**src/rtl/oled_spi_capture_if.sv**
```systemverilog
// Received-byte stream from the OLED SPI capture block.
// The capture block drives as master; the consumer is the slave.
interface oled_spi_capture_if;
  logic [7:0] rxData;
  logic       rxIsData;
  logic       rxValid;
  logic       rxReady;

  modport master (
    output rxData,
    output rxIsData,
    output rxValid,
    input  rxReady
  );

  modport slave (
    input  rxData,
    input  rxIsData,
    input  rxValid,
    output rxReady
  );
endinterface

```
**src/rtl/oled_spi_capture.sv**
```systemverilog
// Oversampling OLED SPI receiver: rebuilds MSB-first bytes tagged
// command/data and queues them in a small first-word-fall-through FIFO.
module oled_spi_capture #(
  parameter int FIFO_DEPTH   = 4,
  parameter int IDLE_TIMEOUT = 1000
) (
  input  logic        clock,
  input  logic        reset,
  input  logic        oled_spi_clk,
  input  logic        oled_spi_data,
  input  logic        oled_dc_n,
  input  logic        oled_reset_n,
  oled_spi_capture_if.master rx,
  output logic        overflow,
  output logic        framingErr,
  output logic [15:0] byteCount
);
  localparam int AW = $clog2(FIFO_DEPTH);
  localparam int IW = $clog2(IDLE_TIMEOUT + 1);

  typedef enum logic {IDLE, SHIFT} state_t;

  logic [2:0] sclk_q;
  logic [1:0] data_q;
  logic [1:0] dc_q;
  logic [1:0] prst_q;

  // Idle-high sync values keep reset release from looking like an edge
  always_ff @(posedge clock or posedge reset) begin
    if (reset) begin
      sclk_q <= 3'b111;
      data_q <= 2'b00;
      dc_q   <= 2'b11;
      prst_q <= 2'b11;
    end else begin
      sclk_q <= {sclk_q[1:0], oled_spi_clk};
      data_q <= {data_q[0], oled_spi_data};
      dc_q   <= {dc_q[0], oled_dc_n};
      prst_q <= {prst_q[0], oled_reset_n};
    end
  end

  logic sclk_rise;
  logic data_s;
  logic dc_s;
  logic panel_rst;

  assign sclk_rise = sclk_q[1] & ~sclk_q[2];
  assign data_s    = data_q[1];
  assign dc_s      = dc_q[1];
  assign panel_rst = ~prst_q[1];

  state_t        state, state_n;
  logic [2:0]    bit_cnt, bit_cnt_n;
  logic [6:0]    shift_reg, shift_n;
  logic [IW-1:0] idle_cnt, idle_n;
  logic          frame_set;
  logic          push;

  always_ff @(posedge clock or posedge reset) begin
    if (reset) begin
      state     <= IDLE;
      bit_cnt   <= 3'd0;
      shift_reg <= 7'd0;
      idle_cnt  <= '0;
    end else begin
      state     <= state_n;
      bit_cnt   <= bit_cnt_n;
      shift_reg <= shift_n;
      idle_cnt  <= idle_n;
    end
  end

  always_comb begin
    state_n   = state;
    bit_cnt_n = bit_cnt;
    shift_n   = shift_reg;
    idle_n    = idle_cnt;
    frame_set = 1'b0;
    push      = 1'b0;
    if (panel_rst) begin
      state_n   = IDLE;
      bit_cnt_n = 3'd0;
      idle_n    = '0;
      frame_set = (state == SHIFT);
    end else if (sclk_rise) begin
      shift_n   = {shift_reg[5:0], data_s};
      idle_n    = '0;
      bit_cnt_n = bit_cnt + 3'd1;
      if (bit_cnt == 3'd7) begin
        push    = 1'b1;
        state_n = IDLE;
      end else begin
        state_n = SHIFT;
      end
    end else if (state == SHIFT) begin
      // Fires on the IDLE_TIMEOUT-th edge after the last rise
      if (idle_cnt == IW'(IDLE_TIMEOUT - 1)) begin
        state_n   = IDLE;
        bit_cnt_n = 3'd0;
        idle_n    = '0;
        frame_set = 1'b1;
      end else begin
        idle_n = idle_cnt + IW'(1);
      end
    end
  end

  logic [8:0]  mem [FIFO_DEPTH];
  logic [AW:0] wr_ptr;
  logic [AW:0] rd_ptr;
  logic        empty;
  logic        full;
  logic        pop;
  logic        accept;
  logic        drop;

  assign empty  = (wr_ptr == rd_ptr);
  assign full   = ((wr_ptr - rd_ptr) == (AW + 1)'(FIFO_DEPTH));
  assign pop    = ~empty & rx.rxReady;
  assign accept = push & (~full | pop);
  assign drop   = push & full & ~pop;

  always_ff @(posedge clock) begin
    if (accept) mem[wr_ptr[AW-1:0]] <= {dc_s, shift_reg, data_s};
  end

  always_ff @(posedge clock or posedge reset) begin
    if (reset) begin
      wr_ptr     <= '0;
      rd_ptr     <= '0;
      overflow   <= 1'b0;
      framingErr <= 1'b0;
      byteCount  <= 16'd0;
    end else begin
      if (accept) begin
        wr_ptr    <= wr_ptr + (AW + 1)'(1);
        byteCount <= byteCount + 16'd1;
      end
      if (pop)       rd_ptr     <= rd_ptr + (AW + 1)'(1);
      if (drop)      overflow   <= 1'b1;
      if (frame_set) framingErr <= 1'b1;
    end
  end

  // Head is masked when empty so stale entries never show
  assign rx.rxValid  = ~empty;
  assign rx.rxData   = empty ? 8'd0 : mem[rd_ptr[AW-1:0]][7:0];
  assign rx.rxIsData = empty ? 1'b0 : mem[rd_ptr[AW-1:0]][8];
endmodule

```
**src/flat_wrapper.sv**
```systemverilog
// flat-port wrapper written by rule: the top's interface ports become plain ports
module oled_spi_capture_flat 
#(
  parameter int FIFO_DEPTH   = 4,
  parameter int IDLE_TIMEOUT = 1000
)
  (clock, reset, oled_spi_clk, oled_spi_data, oled_dc_n, oled_reset_n, overflow, framingErr, byteCount, rx_rxData, rx_rxIsData, rx_rxValid, rx_rxReady);
  oled_spi_capture_if rx_i ();
  input  logic clock;
  input  logic reset;
  input  logic oled_spi_clk;
  input  logic oled_spi_data;
  input  logic oled_dc_n;
  input  logic oled_reset_n;
  output logic overflow;
  output logic framingErr;
  output logic [15:0] byteCount;
  output wire logic [$bits(rx_i.rxData)-1:0] rx_rxData;
  output wire logic [$bits(rx_i.rxIsData)-1:0] rx_rxIsData;
  output wire logic [$bits(rx_i.rxValid)-1:0] rx_rxValid;
  input wire logic [$bits(rx_i.rxReady)-1:0] rx_rxReady;
  assign rx_rxData = rx_i.rxData;
  assign rx_rxIsData = rx_i.rxIsData;
  assign rx_rxValid = rx_i.rxValid;
  assign rx_i.rxReady = rx_rxReady;
  oled_spi_capture #(.FIFO_DEPTH(FIFO_DEPTH), .IDLE_TIMEOUT(IDLE_TIMEOUT)) u_core (.clock(clock), .reset(reset), .oled_spi_clk(oled_spi_clk), .oled_spi_data(oled_spi_data), .oled_dc_n(oled_dc_n), .oled_reset_n(oled_reset_n), .rx(rx_i), .overflow(overflow), .framingErr(framingErr), .byteCount(byteCount));
endmodule
```
**config.mk**
```make
export PLATFORM = sky130hd
export DESIGN_NAME = oled_spi_capture_flat
export DESIGN_NICKNAME = d
export VERILOG_FILES = /design/src/rtl/oled_spi_capture_if.sv /design/src/rtl/oled_spi_capture.sv /design/src/flat_wrapper.sv
export SDC_FILE = /design/constraint.sdc
export NUM_CORES = 1
export LEC_CHECK = 0
export ABC_AREA = 0
export CORE_AREA = 4 4 88 90
export DETAILED_ROUTE_END_ITERATION = 7
export DIE_AREA = 0 0 92 94
export PLACE_DENSITY = 0.86
export SLEW_MARGIN = 20
export SYNTH_ARGS = -nofsm -noshare
export SYNTH_HDL_FRONTEND = slang
export SYNTH_SLANG_ARGS = --single-unit
```
**constraint.sdc**
```tcl
create_clock -name clock -period 3.45 [get_ports clock]
set_clock_uncertainty 0.15 [all_clocks]
set_input_delay 0.69 -clock clock [delete_from_list [all_inputs] [get_ports clock]]
set_output_delay 0.69 -clock clock [all_outputs]
set_load 0.01 [all_outputs]
```
==> impl_results.md <==
* Crit path cell chain: ha_1, nand3_1, and2_1, clkdlybuf4s50_1
* Vias per cell at 5.51
* Post-DP HPWL at between 4 and 5 mm
* # Post-CTS Setup Buffers at 0
* Comb pwr share at about a quarter
* Final WL at ~7 mm
* Initial Util at a little under three fifths
* Root buf cell: clkbuf_8
* Drc violations at 0
* DRT Pass-1 Iters at 4
* First-pass GRT wire length at ~12 mm
* Initial DRC Count at 152
* Max Fclk at roughly 0.31 GHz
* Cts bufs inserted at 9
* Slew @ Worst Pin at between 0.6 and 0.7 ns
* DIE AREA at approximately 0.0086 mm^2
* Slowest CP cell: dfrtp_1
* Drt wl/cell at approximately 16 um
* Largest net degree at the start of global routing at 22
* Fin nets at between 300 and 400
* Total grt overflow at 0
* Post-synth EDFFs at 36
* Die W at between 90 and 100 um
* Top post-synthesis cells by area: dfrtp_1 (30%), edfxtp_1 (28%), mux4_2 (5.2%), dfstp_2 (4.7%), xor2_1 (3.8%)
* Final setup violation count at 0
* Slowest stage delay, CP at between 0.5 and 0.6 ns
* Syn. warnings at 0
* Clock sink count at 90
* Syn Area/Cell at roughly 14 um^2
* Layout cells sized above 1 at ~15%
* GRT Overall Usage at 18.3%
* Top cell type's share of synthesized area at a little under a third
* Initial antenna violation count at 0
* Leakage at 1.80 nW
* Seq/Total Area, Yosys at between 60 and 70%
* Rows at 31
* Clk slew on worst S/H paths at approximately 0.08 ns
* Slew Viols, Final at 0
* Status: completed
* Vias in the first global route at between 2000 and 2500
* Final period utilization at between 90% and 100%
* Worst Hold Class: flip-flop to flip-flop
* Most common cell in the netlist: dfrtp_1
* Maximum fanout along the worst path at 12
* Critical Path End Type: output port
* Cell Area, Synth at 0.00390 mm^2
* Setup Total Neg Slack at 0 ns
* Vias at roughly 2400
* Post-synth top area cell: dfrtp_1
* CTS tree: yes
* Post-route ant nets at 0
* Gpl congestion at 0.806
* Post-route minimum period at approximately 3.2 ns
* Power, Total at roughly 2.6 mW
* Syn_nets at between 300 and 400
* Flops & latches, synth at 90
* VDD IR max at roughly 0.29 mV
* Critical Path Start Type: flip-flop
* Ports at 35
* Async SR Flop Fraction at between 60% and 70%
* P_sw at 0.720 mW
* H-tree levels at 3
* RSZ-0062 raised after global routing: false
* Maximum root-to-sink buffer count at 2
* Post-Syn Instances at 286
* Die Span Y at approximately 94 um
* Antenna Cells at 0
* Netlist cell types at between 40 and 50
* WS Path Type: flip-flop to output port
* Clock latency on the worst-skew pair at 0.36 ns
* Area delta synth->final at 16.9%
* Power share of the clock group at approximately 27%
* Pint at 1.87 mW
* Crit path DAT at between 2 and 2.5 ns
* WP data required at approximately 2.6 ns
* Post-route cell area at roughly 0.0046 mm^2
* Maxcap violations at 0
* Main flop type after synthesis: dfrtp_1
* Sw frac at 27.8%
* PwrDens at 567 mW/mm^2
* Max FFs per register at 36
* Core Region at about 0.007 mm^2
* Sequential Power Share at between 40 and 50%
* Final Hold Violating Endpoints at 0
* Commonest cells post-synth: dfrtp_1 (47), nand2_1 (37), edfxtp_1 (36)
* Max transition margin at roughly 59%
* Post-cts resize count at 0
* Port buffer count at 34
* Post-placement cell area at between 0.004 and 0.005 mm^2
* Post-CTS Hold Fix Bufs at 0
[metal layers]
metal	part of all wire [%]	up-vias	track usage [%]
met5	0	-	0
met4	2.2	0	7.92
met3	3.4	16	4.25
met2	50	52	29.7
met1	44	1187	23.6
li1	-	1124	-
[cell families (layout without fill, tap and decap cells)]
family | after synthesis | after routing | share of synthesized area (%)
AND/OR/NAND/NOR | 107 | 107 | 15.7
flip-flops | 90 | 90 | 62.5
AO/OA/AOI/OAI | 24 | 24 | 4.52
XOR/XNOR | 23 | 23 | 5.35
buffers and inverters | 18 | 65 | 2.08
multiplexers | 13 | 13 | 6.31
adder cells (fa/ha/maj) | 11 | 11 | 3.52
[cell type report]
class,instances,area [um^2]
clock buffer,9,124
clock inverter,6,66.3
fill,547,2490
inverter,10,37.5
multi-input combinational,178,1390
sequential,90,2440
tap,99,124
timing repair buffer,40,385
[metrics by stage]
stage	setup slack (ns)	hold WS, ns	utilization [%]	cells
finish	0.254	0.208	64.7	432
global route	0.0638	0.212	64.7	432
detailed placement	0.582	0.197	61.9	417
global placement	0.644	0.193	61.9	417
floorplan	0.682	0.181	-	286
CTS	0.182	0.208	64.6	432
[path summary, 6_finish.rpt]
kind / start / to / slack, ns / depth (start not counted)
setup / recovery: u_core.rd_ptr[0] / rx_rxData[4] / 0.25 / 4
hold / removal: u_core.prst_q[0] / u_core.prst_q[1] / 0.21 / 0
setup reg to reg: u_core.rd_ptr[0] / u_core.mem[1][5] / 0.77 / 5
hold reg to reg: u_core.prst_q[0] / u_core.prst_q[1] / 0.21 / 0
max in group asynchronous: reset / u_core.sclk_q[2] / 1.98 / 3
min in group asynchronous: reset / u_core.byteCount[2] / 0.49 / 2
[critical path, delay by kind of cell (launching register included)]
kind	cells	cell delay, ns
simple gates	2	0.59
flops	1	0.53
buf+inv	1	0.48
fa+ha+maj	1	0.40
[power groups by stage]
stage          logic [mW]  registers, mW  clock network, mW
2_1_floorplan       0.391           1.26                  0
3_3_place_gp        0.602           1.28                  0
3_5_place_dp        0.626           1.29                  0
4_1_cts             0.629           1.27              0.722
5_1_grt             0.671           1.28              0.767
6_report            0.616           1.27              0.707
[layout by cell type, fill, tap and decap left out, types with 6 or more instances in the layout]
cell / Yosys / routed
inv_1: 10 / 9
and2_1: 12 / 12
dfrtp_1: 47 / 47
nor2_1: 7 / 7
mux4_2: 9 / 9
o31ai_1: 6 / 6
nand4_1: 6 / 6
clkbuf_8: 0 / 9
dfstp_2: 7 / 7
xor2_1: 17 / 17
clkdlybuf4s50_1: 0 / 34
nor3_1: 7 / 6
buf_4: 1 / 6
edfxtp_1: 36 / 36
ha_1: 11 / 11
nand2_1: 37 / 37
nand3_1: 11 / 11
Note: power is estimated with default switching activity, not from simulation.
